### src/rtl/hazard_ctrl.sv
// Pipeline hazard controller: forwarding selects, load-use/branch stalls, E flush,
// and a data-memory handshake FSM that freezes F/D/E/M during multi-cycle accesses.
module hazard_ctrl #(
  parameter int CNT_W   = 16,
  parameter int TIMEOUT = 64
) (
  input  logic             clk,
  input  logic             reset,
  input  logic [4:0]       rsD,
  input  logic [4:0]       rtD,
  input  logic [4:0]       rsE,
  input  logic [4:0]       rtE,
  input  logic [4:0]       writeregE,
  input  logic [4:0]       writeregM,
  input  logic [4:0]       writeregW,
  input  logic             regwriteE,
  input  logic             regwriteM,
  input  logic             regwriteW,
  input  logic             memtoregE,
  input  logic             memtoregM,
  input  logic             branchD,
  input  logic             memreqM,
  input  logic             mem_ready,
  output logic             mem_req,
  output logic             forwardaD,
  output logic             forwardbD,
  output logic [1:0]       forwardaE,
  output logic [1:0]       forwardbE,
  output logic             stallF,
  output logic             stallD,
  output logic             stallE,
  output logic             stallM,
  output logic             flushE,
  output logic             flushW,
  output logic [CNT_W-1:0] stall_count,
  output logic             mem_err
);

  typedef enum logic [1:0] {
    IDLE = 2'd0,
    WAIT = 2'd1,
    DONE = 2'd2
  } memState_e;

  localparam logic [15:0] TIMEOUT_LIM = 16'(TIMEOUT - 1);

  memState_e        state_q;
  logic             memReq_q;
  logic [15:0]      waitCnt_q;
  logic [CNT_W-1:0] stallCnt_q;
  logic             memErr_q;

  logic lwStall;
  logic branchStall;
  logic memStall;
  logic brHitE;
  logic brHitM;

  // M has the newer value, so it wins over W when both match.
  always_comb begin
    forwardaE = 2'b00;
    if (rsE != 5'd0 && regwriteM && rsE == writeregM)      forwardaE = 2'b10;
    else if (rsE != 5'd0 && regwriteW && rsE == writeregW) forwardaE = 2'b01;
    forwardbE = 2'b00;
    if (rtE != 5'd0 && regwriteM && rtE == writeregM)      forwardbE = 2'b10;
    else if (rtE != 5'd0 && regwriteW && rtE == writeregW) forwardbE = 2'b01;
  end

  assign forwardaD = (rsD != 5'd0) && regwriteM && (rsD == writeregM);
  assign forwardbD = (rtD != 5'd0) && regwriteM && (rtD == writeregM);

  assign lwStall = memtoregE && (rtE != 5'd0) && ((rtE == rsD) || (rtE == rtD));

  assign brHitE = regwriteE && (writeregE != 5'd0) &&
                  ((writeregE == rsD) || (writeregE == rtD));
  assign brHitM = memtoregM && (writeregM != 5'd0) &&
                  ((writeregM == rsD) || (writeregM == rtD));
  assign branchStall = branchD && (brHitE || brHitM);

  // The memory stall starts in the request cycle itself so M holds before WAIT.
  assign memStall = !reset && ((state_q == IDLE && memreqM) || (state_q == WAIT));

  assign stallF = lwStall || branchStall || memStall;
  assign stallD = stallF;
  assign stallE = memStall;
  assign stallM = memStall;
  assign flushE = (lwStall || branchStall) && !memStall;
  assign flushW = memStall;

  assign mem_req     = memReq_q;
  assign stall_count = stallCnt_q;
  assign mem_err     = memErr_q;

  always_ff @(posedge clk) begin
    if (reset) begin
      state_q    <= IDLE;
      memReq_q   <= 1'b0;
      waitCnt_q  <= 16'd0;
      stallCnt_q <= '0;
      memErr_q   <= 1'b0;
    end else begin
      if (stallF && stallCnt_q != '1) stallCnt_q <= stallCnt_q + 1'b1;
      case (state_q)
        IDLE: begin
          if (memreqM) begin
            state_q   <= WAIT;
            memReq_q  <= 1'b1;
            waitCnt_q <= 16'd0;
          end
        end
        WAIT: begin
          if (mem_ready) begin
            state_q   <= DONE;
            memReq_q  <= 1'b0;
            waitCnt_q <= 16'd0;
          end else begin
            if (waitCnt_q != 16'hFFFF) waitCnt_q <= waitCnt_q + 16'd1;
            if (waitCnt_q >= TIMEOUT_LIM) memErr_q <= 1'b1;
          end
        end
        DONE: begin
          state_q <= IDLE;
        end
        default: begin
          state_q  <= IDLE;
          memReq_q <= 1'b0;
        end
      endcase
    end
  end

endmodule
### config.mk
export PLATFORM = sky130hd
export DESIGN_NAME = hazard_ctrl
export DESIGN_NICKNAME = d
export VERILOG_FILES = /design/src/rtl/hazard_ctrl.sv
export SDC_FILE = /design/constraint.sdc
export NUM_CORES = 1
export LEC_CHECK = 0
export ABC_AREA = 1
export CAP_MARGIN = 10
export CORE_UTILIZATION = 49
export CTS_CLUSTER_DIAMETER = 60
export DETAILED_ROUTE_END_ITERATION = 8
export PLACE_DENSITY_LB_ADDON = 0.1
export SYNTH_ARGS = -nofsm -noshare
export SYNTH_HDL_FRONTEND = slang
export SYNTH_SLANG_ARGS = --single-unit
### constraint.sdc
create_clock -name clk -period 2.15 [get_ports clk]
set_input_delay 0.215 -clock clk [delete_from_list [all_inputs] [get_ports clk]]
set_output_delay 0.215 -clock clk [all_outputs]
set_load 0.02 [all_outputs]
---- Word level (Yosys, flattened, before mapping) ----
Cells that the tools add are included.
word-level totals
  bits in registers ....................... 36
  logic and storage cells ................. 87
cells by class
  reductions and logical operators ........ 44
  order comparisons ....................... 1
  mux-type cells .......................... 14
  equality and inequality tests ........... 19
  bitwise operators ....................... 2
  $add $sub $neg .......................... 2
operator list
  cell                                                                                   number
  5-bit == test                                                                          12
  16-bit 2-to-1 mux                                                                      3
  16-bit by 1-bit adder with 16-bit output (second input constant)                       2
  16-bit inequality test (second input constant)                                         2
  16-bit case mux with 2 select lines                                                    1
  5-bit nonzero test                                                                     6
  1-bit logical AND                                                                      23
  16-bit by 6-bit greater-or-equal comparator with 1-bit output (second input constant)  1
  3-bit AND reduction                                                                    3
  2-bit 2-to-1 mux                                                                       4
  1-bit logical OR                                                                       7
  1-bit 2-to-1 mux                                                                       4
  2-bit inequality test (second input constant)                                          2
  2-bit case mux with 2 select lines                                                     1
  3-bit by 2-bit inequality test with 1-bit output (second input constant)               1
  1-bit case mux with 3 select lines                                                     1
  2-bit by 1-bit == test with 1-bit output (second input constant)                       1
  2-bit == test (second input constant)                                                  1
  1-bit zero test                                                                        2
  2-bit zero test                                                                        1
  1-bit inverter                                                                         2
  2-bit AND reduction                                                                    1
  2-bit nonzero test                                                                     1

---- Depth between registers and ports, before layout ----
  depth in word-level cells ............... 8
  mapped depth ............................ 16
  mapped depth without buffers ............ 14

---- Least setup slack after synthesis ----
No wires, ideal clock.
  path type ............................... input to output
  start ................................... in rtE[1]
  end ..................................... out forwardbE[0]
  stages .................................. 6
  path buffers ............................ 1
  required time ........................... 1.935 ns
  slack ................................... 0.161 ns
  arrival time ............................ 1.774 ns
  cell sequence ........................... clkbuf_1 -> nor2_1 -> nand4_1 -> o211ai_1 -> nor4b_1 -> nor3_1
on the way
  word-level cells in the longest chain between the ends .. 5
  elaborated cells on any way between the ends .. 9
  those cells by class .................... 2 x eq/ne; 2 x mux; 5 x reduce/logical
ends and longest elaborated chain
  what                            line    text
  from (decl)                     12      input logic [4:0] rtE,
  5-bit nonzero test              65, 66
  1-bit logical AND (2 in a row)  66      else if (rtE != 5'd0 && regwriteW && rtE == writeregW) forwardbE = 2'b01;
  1-bit 2-to-1 mux                66
  2-bit 2-to-1 mux *              65      if (rtE != 5'd0 && regwriteM && rtE == writeregM) forwardbE = 2'b10;
  to (decl)                       28      output logic [1:0] forwardbE,
Every way passes the cells marked *; elsewhere a longest branch is shown, timed or not.

---- Final worst setup path ----
  start ................................... reg waitCnt_q[0]
  end ..................................... reg waitCnt_q[11]
on the way
  word-level cells in the longest chain between the ends .. 4
  elaborated cells on any way between the ends .. 7
  those cells by class .................... 1 x add/sub; 2 x eq/ne; 3 x mux; 1 x reduce/logical
ends and longest elaborated chain
  what                                      line  text
  from (decl)                               49    logic [15:0] waitCnt_q;
  from (signal assigned)                    117   if (waitCnt_q != 16'hFFFF) waitCnt_q <= waitCnt_q + 16'd1;
  16-bit by 1-bit adder with 16-bit output  117
  16-bit 2-to-1 mux                         117
  16-bit 2-to-1 mux                         112   if (mem_ready) begin
  16-bit case mux with 2 select lines       103   case (state_q)
Several ways; a longest one is shown, not always the timed one. The select of a mux whose other input is x is not followed.
A chain may end at the register's enable or synchronous reset.

==> qor.yml <==
synth:
  synth_nets: 494
  syn_inst: 447
  synth_warnings: 0
  synth_area_mm2: 0.00269
  synth_area_leaders: "dfxtp_1 27%, nand2_1 16%, nor2_1 9.9%"
  synth_top_area_share_pct: 26.8
  ys_types: 37
  ys_ff_latch: 36
  avgSynthCellArea_um2: 6.01
  yosys.area.top_type: "dfxtp_1"
  ys_seq_area_share_pct: 26.8
layout:
  num_antenna_cells: 0
  nFillCells: 407
  stdcell_count: 638
  area_delta_synth_final_pct: 48.3
  final_common_cell: "nand2_1"
  final_cell_mix: "113 x nand2_1, 70 x nor2_1, 57 x inv_1"
  final_util_pct: 76.5
  design_area_mm2: 0.00398
  final_net_count: 614
  layout-drive-gt1-share_pct: 14.8
worst_setup_path:
  crit_type: "reg2reg"
  startpoint_type: "register"
  end_kind: "register"
  cp_max_fo: 10
  crit_arrival_ps: 2230
  worstPathRequired_ps: 2350
timing:
  final.setup_skew_ps: 6.83
  tightest_slew_ps: 350
  tns_ps: 0
  min_period_over_period_pct: 94.2
  setup_viol: 0
  hold_viol_final: 0
  slew_viol_final: 0
  max_freq_mhz: 494
  finalWorstPathRequiredPeriod_ps: 2030
  maxSlewHeadroom_pct: 76.4
  rsz0062_at_grt: "true"
floorplan:
  die_width_um: 76.0
  pin_count: 75
  initial_core_util_pct: 51.6
  die-area_mm2: 0.00578
  core_area_mm2: 0.00520
  rows: 26
  die_y_um: 76.0
detailed_routing:
  dr.pass1.iters: 5
  via_per_inst: 5.22
  totalWireLength_mm: 7.76
  ant_nets: 0
  first_iter_violations: 170
  post_drt_wl_per_cell_um: 12.2
  route.detailed.drc: 0
  vias: 3328
placement:
  placed_area_mm2: 0.00380
  io_buffers: 74
  dpl.cell_count: 627
  place_congestion: 0.922
  dp_hpwl_mm: 6.13
global_route:
  met2_usage_pct: 47.4
  grt_max_degree: 26
  grt_pass1_vias: 3011
  grtUsageMet1_pct: 36.1
  grt_pass1_wl_mm: 13.3
  antenna_found_initial: 0
  top_usage_layer: "met2"
  overflow: 0
  grt_usage_pct: 27.7
  grt_use_met3_pct: 4.91
pwr:
  vdd_ir_drop_max_v: 0.000284
  p_comb_share_pct: 33.6
  p_clk_share_pct: 30.4
  p_per_area_mw_per_mm2: 496
  leakage_nw: 1.86
  p_sw_mw: 0.627
  p_int_mw: 1.35
  design_power_total_mw: 1.97
  p_seq_share_pct: 36.0
  swShare_pct: 31.7
clock_tree:
  cts_num_sinks: 36
  cts.htree.levels: 2
  cts_buffers: 5
  clk_path_buf_depth: 2
  cts_root_buf: "clkbuf_8"
  cts_tree: "done"
  path_clk_slew_ps: 80
  clock_latency_ps: 280
hold_path:
  holdCritPathClass: "reg2reg"
job:
  drv_cap: 0
outcome:
  status: "completed"
[registers in the layout, indices dropped and copies added (netlist names)]
signal and count:
waitCnt_q 16, stall_count 16, mem_err 1, mem_req 1, state_q 2
[cell usage after synthesis]
cell type  count
clkinv_1       1
ha_1           2
and3_1         1
o21ai_4        1
a2111oi_0      2
o21ai_0        6
inv_4          1
xnor2_1       10
o21ai_2        1
buf_4          4
nor4b_1        1
a311oi_1       1
o2111ai_1      1
inv_1         60
xor2_1        12
nand3b_1       1
nor4_1         7
or2_1          1
clkbuf_1       2
nor3b_1        1
a221oi_1       3
a21oi_2        1
nor2_1        71
nand4_1        7
o22ai_1        5
o211ai_1       2
a21oi_1       29
dfxtp_1       36
nor2_2         2
nand2_1      113
nand3_1       34
buf_2          5
a211oi_1       2
nand2_4        1
nor3_1        10
nor3_2         2
o21ai_1        8
[worst max-delay path: stages (launching register included)]
cell     delay (ps)
dfxtp_1         400
ha_1            220
nand2_1         110
nor3_2          200
inv_1           110
nor2_1          130
nand3_1         140
nand2_4         180
o21ai_4         100
inv_4           120
o21ai_1          70
a21oi_1         170
[kinds of logic (layout without fill, tap and decap cells)]
group / after synthesis / count (layout) / share of synthesized area (%)
simple gates: 252 / 252 / 40.1
buf+inv: 73 / 194 / 11.1
compound gates: 62 / 62 / 13.8
flops: 36 / 36 / 26.8
xor+xnor: 22 / 22 / 7.17
fa+ha+maj: 2 / 2 / 0.931
[power groups by stage]
| stage | Sequential, mW | Clock, mW | Combinational (mW) |
|---|---|---|---|
| finish | 0.711 | 0.601 | 0.663 |
| global route | 0.716 | 0.641 | 0.723 |
| CTS | 0.710 | 0.609 | 0.613 |
| detailed placement | 0.725 | 0 | 0.626 |
| global placement | 0.724 | 0 | 0.615 |
| floorplan | 0.736 | 0 | 0.325 |
[what timing repair did]
action                                  in CTS  in global routing
endpoints found under the setup margin      12                 34
buffers inserted                             0                  3
pin swaps                                    1                  2
hold buffers                                 0                  0
gates resized for setup                     25                 36
[metal layers]
metal / up-vias / wire length [um] / share of wire (%)
met3: 10 / 521 / 6.7
li1: 1695 / - / -
met5: - / 0 / 0
met2: 129 / 3700 / 48
met4: 0 / 85 / 1.1
met1: 1494 / 3460 / 45
[through the flow]
| stage | hold slack, ps | setup slack (ps) |
|---|---|---|
| 2_1_floorplan | 284 | 161 |
| 3_5_place_dp | 467 | -421 |
| 4_1_cts | 486 | -105 |
| 5_1_grt | 510 | -47.4 |
| 6_report | 483 | 125 |
| 3_3_place_gp | 454 | -401 |
[final timing paths]
check / startpoint / end / slack [ps] / depth (start not counted)
worst min register to register: mem_err / mem_err / 480 / 2
worst min-delay path: mem_err / mem_err / 480 / 2
worst max-delay path: waitCnt_q[0] / waitCnt_q[11] / 120 / 11
worst max register to register: waitCnt_q[0] / waitCnt_q[11] / 120 / 11
[final cells by class]
cell class / count / area (um2) / share of cell area (%)
Inverter: 62 / 235 / 5.90
Timing Repair Buffer: 124 / 1110 / 27.9
Clock inverter: 3 / 42.5 / 1.07
Tap cell: 70 / 87.6 / 2.20
Clock buffer: 5 / 68.8 / 1.73
Multi-Input combinational cell: 338 / 1720 / 43.1
Sequential cell: 36 / 721 / 18.1
Note: power is estimated with default switching activity, not from simulation.
==> RTL change 1: new RTL, same settings <==
Change the parameter `CNT_W` from 16 to 18.
--- a/src/rtl/hazard_ctrl.sv
+++ b/src/rtl/hazard_ctrl.sv
@@ -1,7 +1,7 @@
 // Pipeline hazard controller: forwarding selects, load-use/branch stalls, E flush,
 // and a data-memory handshake FSM that freezes F/D/E/M during multi-cycle accesses.
 module hazard_ctrl #(
-  parameter int CNT_W   = 16,
+  parameter int CNT_W   = 18,
   parameter int TIMEOUT = 64
 ) (
   input  logic             clk,
Interface: changed (resized stall_count); port bits go from 75 to 77. The function was not compared with the original's and may differ.
==> RTL change 1 against the unedited design <==
Total power fell by 6.0%; routed wire length rose by 11%; setup slack got worse by 0.0013 ns; final area rose by 4.7%; critical endpoint is now forwardbE[1]; register-to-register slack improved by 0.09 ns; synthesized cell count rose by 11%; area after synthesis rose by 11%; sequential cell count rose by 2.
==> RTL change 1: results (changes against the unedited design) <==
{
  "nNetsFinal": {"value": 658, "change": "was 614"},
  "vdd_ir_drop_max": {"value": 0.000356, "unit": "V", "change": "was 0.000284 V"},
  "numPortBuffers": {"value": 76, "change": "was 74"},
  "hpwl": {"value": 6.74, "unit": "mm", "change": "was 6.13 mm"},
  "synth_warnings": {"value": 0, "change": "unchanged"},
  "syn-num-nets": {"value": 543, "change": "was 494"},
  "post_placement_cell_count": {"value": 679, "change": "was 627"},
  "globalRouteTotalUtil": {"value": 0.275, "change": "was 0.277"},
  "first_pass_grt_wire_length": {"value": 14.0, "unit": "mm", "change": "was 13.3 mm"},
  "use_met3": {"value": 0.0354, "change": "was 0.0491"},
  "drt_pre_antenna_iters": {"value": 4, "change": "was 5"},
  "detail_route.vias_per_cell": {"value": 5.04, "change": "was 5.22"},
  "outcome": {"value": "finished clean", "change": "unchanged"},
  "min-delay-path-class": {"value": "flip-flop to flip-flop", "change": "unchanged"},
  "tightest_slew": {"value": 0.356, "unit": "ns", "change": "was 0.350 ns"},
  "critical_path_peak_fanout": {"value": 3, "change": "was 10"},
  "total_leakage_power": {"value": 1.97, "unit": "nW", "change": "was 1.86 nW"},
  "netlist_top_cells_count": {"value": "124 x nand2_1, 70 x nor2_1, 68 x inv_1", "change": "was 113 x nand2_1, 71 x nor2_1, 60 x inv_1"},
  "yosysUniqueCellTypes": {"value": 39, "change": "was 37"},
  "netlist_top_cells_area": {"value": "dfxtp_1 26%, nand2_1 16%, nor2_1 8.8%", "change": "was dfxtp_1 27%, nand2_1 16%, nor2_1 9.9%"},
  "clk_pin_slew_ns": 0.07,
  "post_route_cells_drive_above_1_share": {"value": 0.137, "change": "was 0.148"},
  "clk_latency_worst_skew_pair": {"value": 0.30, "unit": "ns", "change": "was 0.28 ns"},
  "ctsRootBufferMaster": {"value": "clkbuf_8", "change": "unchanged"},
  "number_of_drc_violations_after_detailed_routing_iteration_0": {"value": 163, "change": "was 170"},
  "ys_seq_area_frac": {"value": 0.255, "change": "was 0.268"},
  "timing.clock.skew": {"value": 0.00812, "unit": "ns", "change": "was 0.00683 ns"},
  "grt_pass1_vias": {"value": 3099, "change": "was 3,011"},
  "grt_start_max_net_pins": {"value": 29, "change": "was 26"},
  "drt-total-wl": {"value": 8.59, "unit": "mm", "change": "was 7.76 mm"},
  "post_synth.cell_area_avg": {"value": 6.01, "unit": "sq um", "change": "about the same"},
  "post_layout_nonfiller_instances": {"value": 687, "change": "was 638"},
  "globalplace.congestion": {"value": 0.897, "change": "was 0.922"},
  "largest_register_ffs": 18,
  "global_route.usage.met1": {"value": 0.370, "change": "was 0.361"},
  "worst-endpoint-arrival": {"value": 1.81, "unit": "ns", "change": "was 2.23 ns"},
  "antenna_violations_before_repair": {"value": 0, "change": "unchanged"},
  "global_route.usage.met2": {"value": 0.456, "change": "was 0.474"},
  "n_antenna_cell": {"value": 0, "change": "unchanged"}
}
==> RTL change 1: cell count changes after synthesis, sizes merged, moves of 3 or more <==
cell    before  now
nand2      114  126
nand3       34   31
or2          1    4
inv         61   81
nand4        7   15
xnor2       10   14
a221oi       3    0
xor2        12   16
==> RTL change 1: worst paths after layout <==
kind	start	endpoint	slack (ns)	cells past startpoint
min reg2reg	mem_err$_SDFFE_PP0P_	mem_err$_SDFFE_PP0P_	0.46	2
max reg2reg	stall_count[0]$_SDFFE_PP0P_	stall_count[7]$_SDFFE_PP0P_	0.21	10
min	mem_err$_SDFFE_PP0P_	mem_err$_SDFFE_PP0P_	0.46	2
max	writeregM[2]	forwardbE[1]	0.12	6
==> RTL change 1: power breakdown <==
group,internal [W],switching [W]
registers,0.000726,0.0000269
logic,0.000267,0.000305
clock network,0.000258,0.000274
==> RTL change 1: per-stage QoR <==
stage	util	setup TNS [ns]	hold WS, ns	cell area (sq um)	setup WS (ns)
3_3_place_gp	0.694	-3.65	0.438	4080	-0.326
5_1_grt	0.709	0	0.484	4170	0.00380
4_1_cts	0.709	0	0.458	4170	0.00644
2_1_floorplan	-	0	0.420	2980	0.194
3_5_place_dp	0.694	-4.32	0.447	4080	-0.323
6_report	0.709	0	0.455	4170	0.124
==> RTL change 1: cell type report <==
| type | instances | area [sq um] |
|---|---|---|
| multi-input combinational | 363 | 1830 |
| fill | 537 | 1710 |
| timing repair buffer | 121 | 1090 |
| sequential | 38 | 761 |
| inverter | 82 | 308 |
| tap | 75 | 93.8 |
| clock buffer | 6 | 82.6 |
| clock inverter | 2 | 12.5 |
==> RTL change 1: worst max-delay path, stage by stage <==
cell	delay (ns)
clkdlybuf4s50_1	0.47
buf_4	0.17
xor2_1	0.17
nor4_1	0.32
buf_4	0.17
clkdlybuf4s15_1	0.29
==> RTL change 1: logic make-up after synthesis <==
family / count (synthesis) / share of synthesized area
xor+xnor: 30 / 0.0882
compound gates: 60 / 0.112
fa+ha+maj: 2 / 0.00840
flops: 38 / 0.255
buf+inv: 95 / 0.133
simple gates: 271 / 0.403
==> RTL change 1: timing repair <==
| action | CTS | global route |
|---|---|---|
| endpoints found under the hold margin | 0 | 0 |
| hold buffers | 0 | 0 |
| setup endpoints to repair | 9 | 20 |
| gates resized for setup | 16 | 21 |
| pin swaps | 0 | 0 |
==> RTL change 1: layer usage <==
layer	wire (microns)	up-vias
met5	0	-
met3	424	13
met4	102	0
li1	-	1805
met2	3920	103
met1	4150	1539
==> RTL change 2: new RTL, same flow settings <==
Without the edit above. The 3 states of `memState_e` get a one-hot encoding in 3 bits.
--- a/src/rtl/hazard_ctrl.sv
+++ b/src/rtl/hazard_ctrl.sv
@@ -36,10 +36,10 @@
   output logic             mem_err
 );
 
-  typedef enum logic [1:0] {
-    IDLE = 2'd0,
-    WAIT = 2'd1,
-    DONE = 2'd2
+  typedef enum logic [2:0] {
+    IDLE = 3'b001,
+    WAIT = 3'b010,
+    DONE = 3'b100
   } memState_e;
 
   localparam logic [15:0] TIMEOUT_LIM = 16'(TIMEOUT - 1);
Function: same outputs for any inputs over 10 cycles, from zero or initial values and one cycle with reset high; not proved beyond that.
==> RTL change 2 against the unedited design <==
Non-clock buffer count is 8 lower; total power fell by 11%; fmax down 3.2%; setup slack lost 0.066 ns; final area increased by 0.60%; sequential cell count rose by 1; first-iteration DRC count fell by 9.4%; clock power shrank 12%; routed wire length did not move; synthesized cell count is 3.4% higher; area after synthesis increased by 5.1%; worst hold slack got worse by 0.0026 ns; critical path type is now input pin to output port.
==> RTL change 2: results (changes against the unedited design) <==
{
  "p_sw": {"value": 0.000555, "unit": "W", "change": "was 0.000627 W"},
  "post_synthesis_adder_cell_area_fraction": {"value": 0.00886, "change": "was 0.00932"},
  "critical_path_peak_fanout": {"value": 3, "change": "was 10"},
  "post_route_cells_drive_above_1_share": {"value": 0.125, "change": "was 0.148"},
  "reg2reg_setup_slack": {"value": 0.19, "unit": "ns", "change": "was 0.12 ns"},
  "post_synth_xor_area_fraction": {"value": 0.0899, "change": "was 0.0717"},
  "overall_power": {"value": 0.00177, "unit": "W", "change": "was 0.00197 W"},
  "ys_seq_area_frac": {"value": 0.262, "change": "was 0.268"},
  "detail_route.vias_per_cell": {"value": 5.06, "change": "was 5.22"},
  "netlist_top_cells_area": {"value": "dfxtp_1 26%, nand2_1 16%, nor2_1 9.0%", "change": "was dfxtp_1 27%, nand2_1 16%, nor2_1 9.9%"},
  "tightest_slew": {"value": 0.416, "unit": "ns", "change": "was 0.350 ns"},
  "outcome": {"value": "finished clean", "change": "unchanged"},
  "number_of_drc_violations_after_detailed_routing_iteration_0": {"value": 154, "change": "was 170"},
  "fillerInstances": {"value": 469, "change": "was 407"},
  "hold_end": {"value": "mem_req$_SDFFE_PP0P_", "change": "was mem_err$_SDFFE_PP0P_"},
  "reg2regPathDepth": {"value": 13, "change": "was 11"},
  "r2r-start": {"value": "stall_count[0]$_SDFFE_PP0P_", "change": "was waitCnt_q[0]$_SDFFE_PP0P_"},
  "yosysUniqueCellTypes": {"value": 38, "change": "was 37"},
  "power_frac_comb": {"value": 0.291, "change": "was 0.336"},
  "hold_start": {"value": "mem_req$_SDFFE_PP0P_", "change": "was mem_err$_SDFFE_PP0P_"},
  "slowest_delay": {"value": 0.47, "unit": "ns", "change": "was 0.40 ns"},
  "synth_compound_gate_area_share": {"value": 0.121, "change": "was 0.138"},
  "worst-endpoint-arrival": {"value": 1.88, "unit": "ns", "change": "was 2.23 ns"},
  "timing.clock.skew": {"value": 0.00612, "unit": "ns", "change": "was 0.00683 ns"},
  "globalplace.congestion": {"value": 0.915, "change": "was 0.922"},
  "syn-num-nets": {"value": 509, "change": "was 494"},
  "cts_resized": {"value": 27, "change": "was 25"},
  "post_placement_cell_count": {"value": 639, "change": "was 627"},
  "globalRouteTotalUtil": {"value": 0.267, "change": "was 0.277"},
  "power_clock": {"value": 0.000526, "unit": "W", "change": "was 0.000601 W"},
  "crit_path_top_delay_cell": {"value": "clkdlybuf4s50_1", "change": "was dfxtp_1"},
  "grt_pass1_vias": {"value": 2967, "change": "was 3,011"},
  "post_synth.cell_area_avg": {"value": 6.11, "unit": "sq um", "change": "was 6.01 sq um"},
  "hpwl": {"value": 6.33, "unit": "mm", "change": "was 6.13 mm"},
  "vdd_ir_drop_max": {"value": 0.000307, "unit": "V", "change": "was 0.000284 V"},
  "drt-total-wl": {"value": 7.76, "unit": "mm", "change": "unchanged"},
  "nNetsFinal": {"value": 621, "change": "was 614"}
}
RTL change 2: cell count changes after synthesis, sizes merged, moves of 3 or more:
cell | unedited run | this run
nand2 | 114 | 126
nand3 | 34 | 28
xor2 | 12 | 16
nand4 | 7 | 12
nor2 | 73 | 70
xnor2 | 10 | 13
o22ai | 5 | 2
a221oi | 3 | 0
RTL change 2: cell type report:
class,instances,area [sq um],share of cell area
clock buffer,6,82.6,0.0206
clock inverter,2,13.8,0.00343
inverter,63,239,0.0596
multi-input combinational,351,1800,0.449
sequential,37,741,0.185
tap,72,90.1,0.0225
timing repair buffer,116,1040,0.260
RTL change 2: how the worst max path moves through the flow:
stage | from | endpoint | slack (ns) | cells past startpoint
detailed placement | rtD[0] | flushE | -0.46 | 12
global route | waitCnt_q[0]$_SDFFE_PP0P_ | waitCnt_q[14]$_SDFFE_PP0P_ | -0.006 | 11
floorplan | stall_count[0]$_SDFFE_PP0P_ | stall_count[14]$_SDFFE_PP0P_ | 0.22 | 12
CTS | rtD[1] | stallF | 0.04 | 12
finish | rtD[1] | flushE | 0.06 | 12
global placement | rtD[0] | forwardbD | -0.39 | 9
RTL change 2: worst max-delay path, delay by kind of cell:
family / cells / cell delay (ns)
buffers and inverters: 3 / 0.79
AOI/OAI and AO/OA: 1 / 0.14
and+or+nand+nor: 8 / 0.73
RTL change 2: per-layer routing:
metal | track usage | routed length (microns) | up-vias
met5 | 0 | 0 | -
met4 | 0.0407 | 14 | 0
met3 | 0.0376 | 489 | 2
met2 | 0.458 | 3670 | 117
met1 | 0.362 | 3590 | 1445
li1 | - | - | 1710
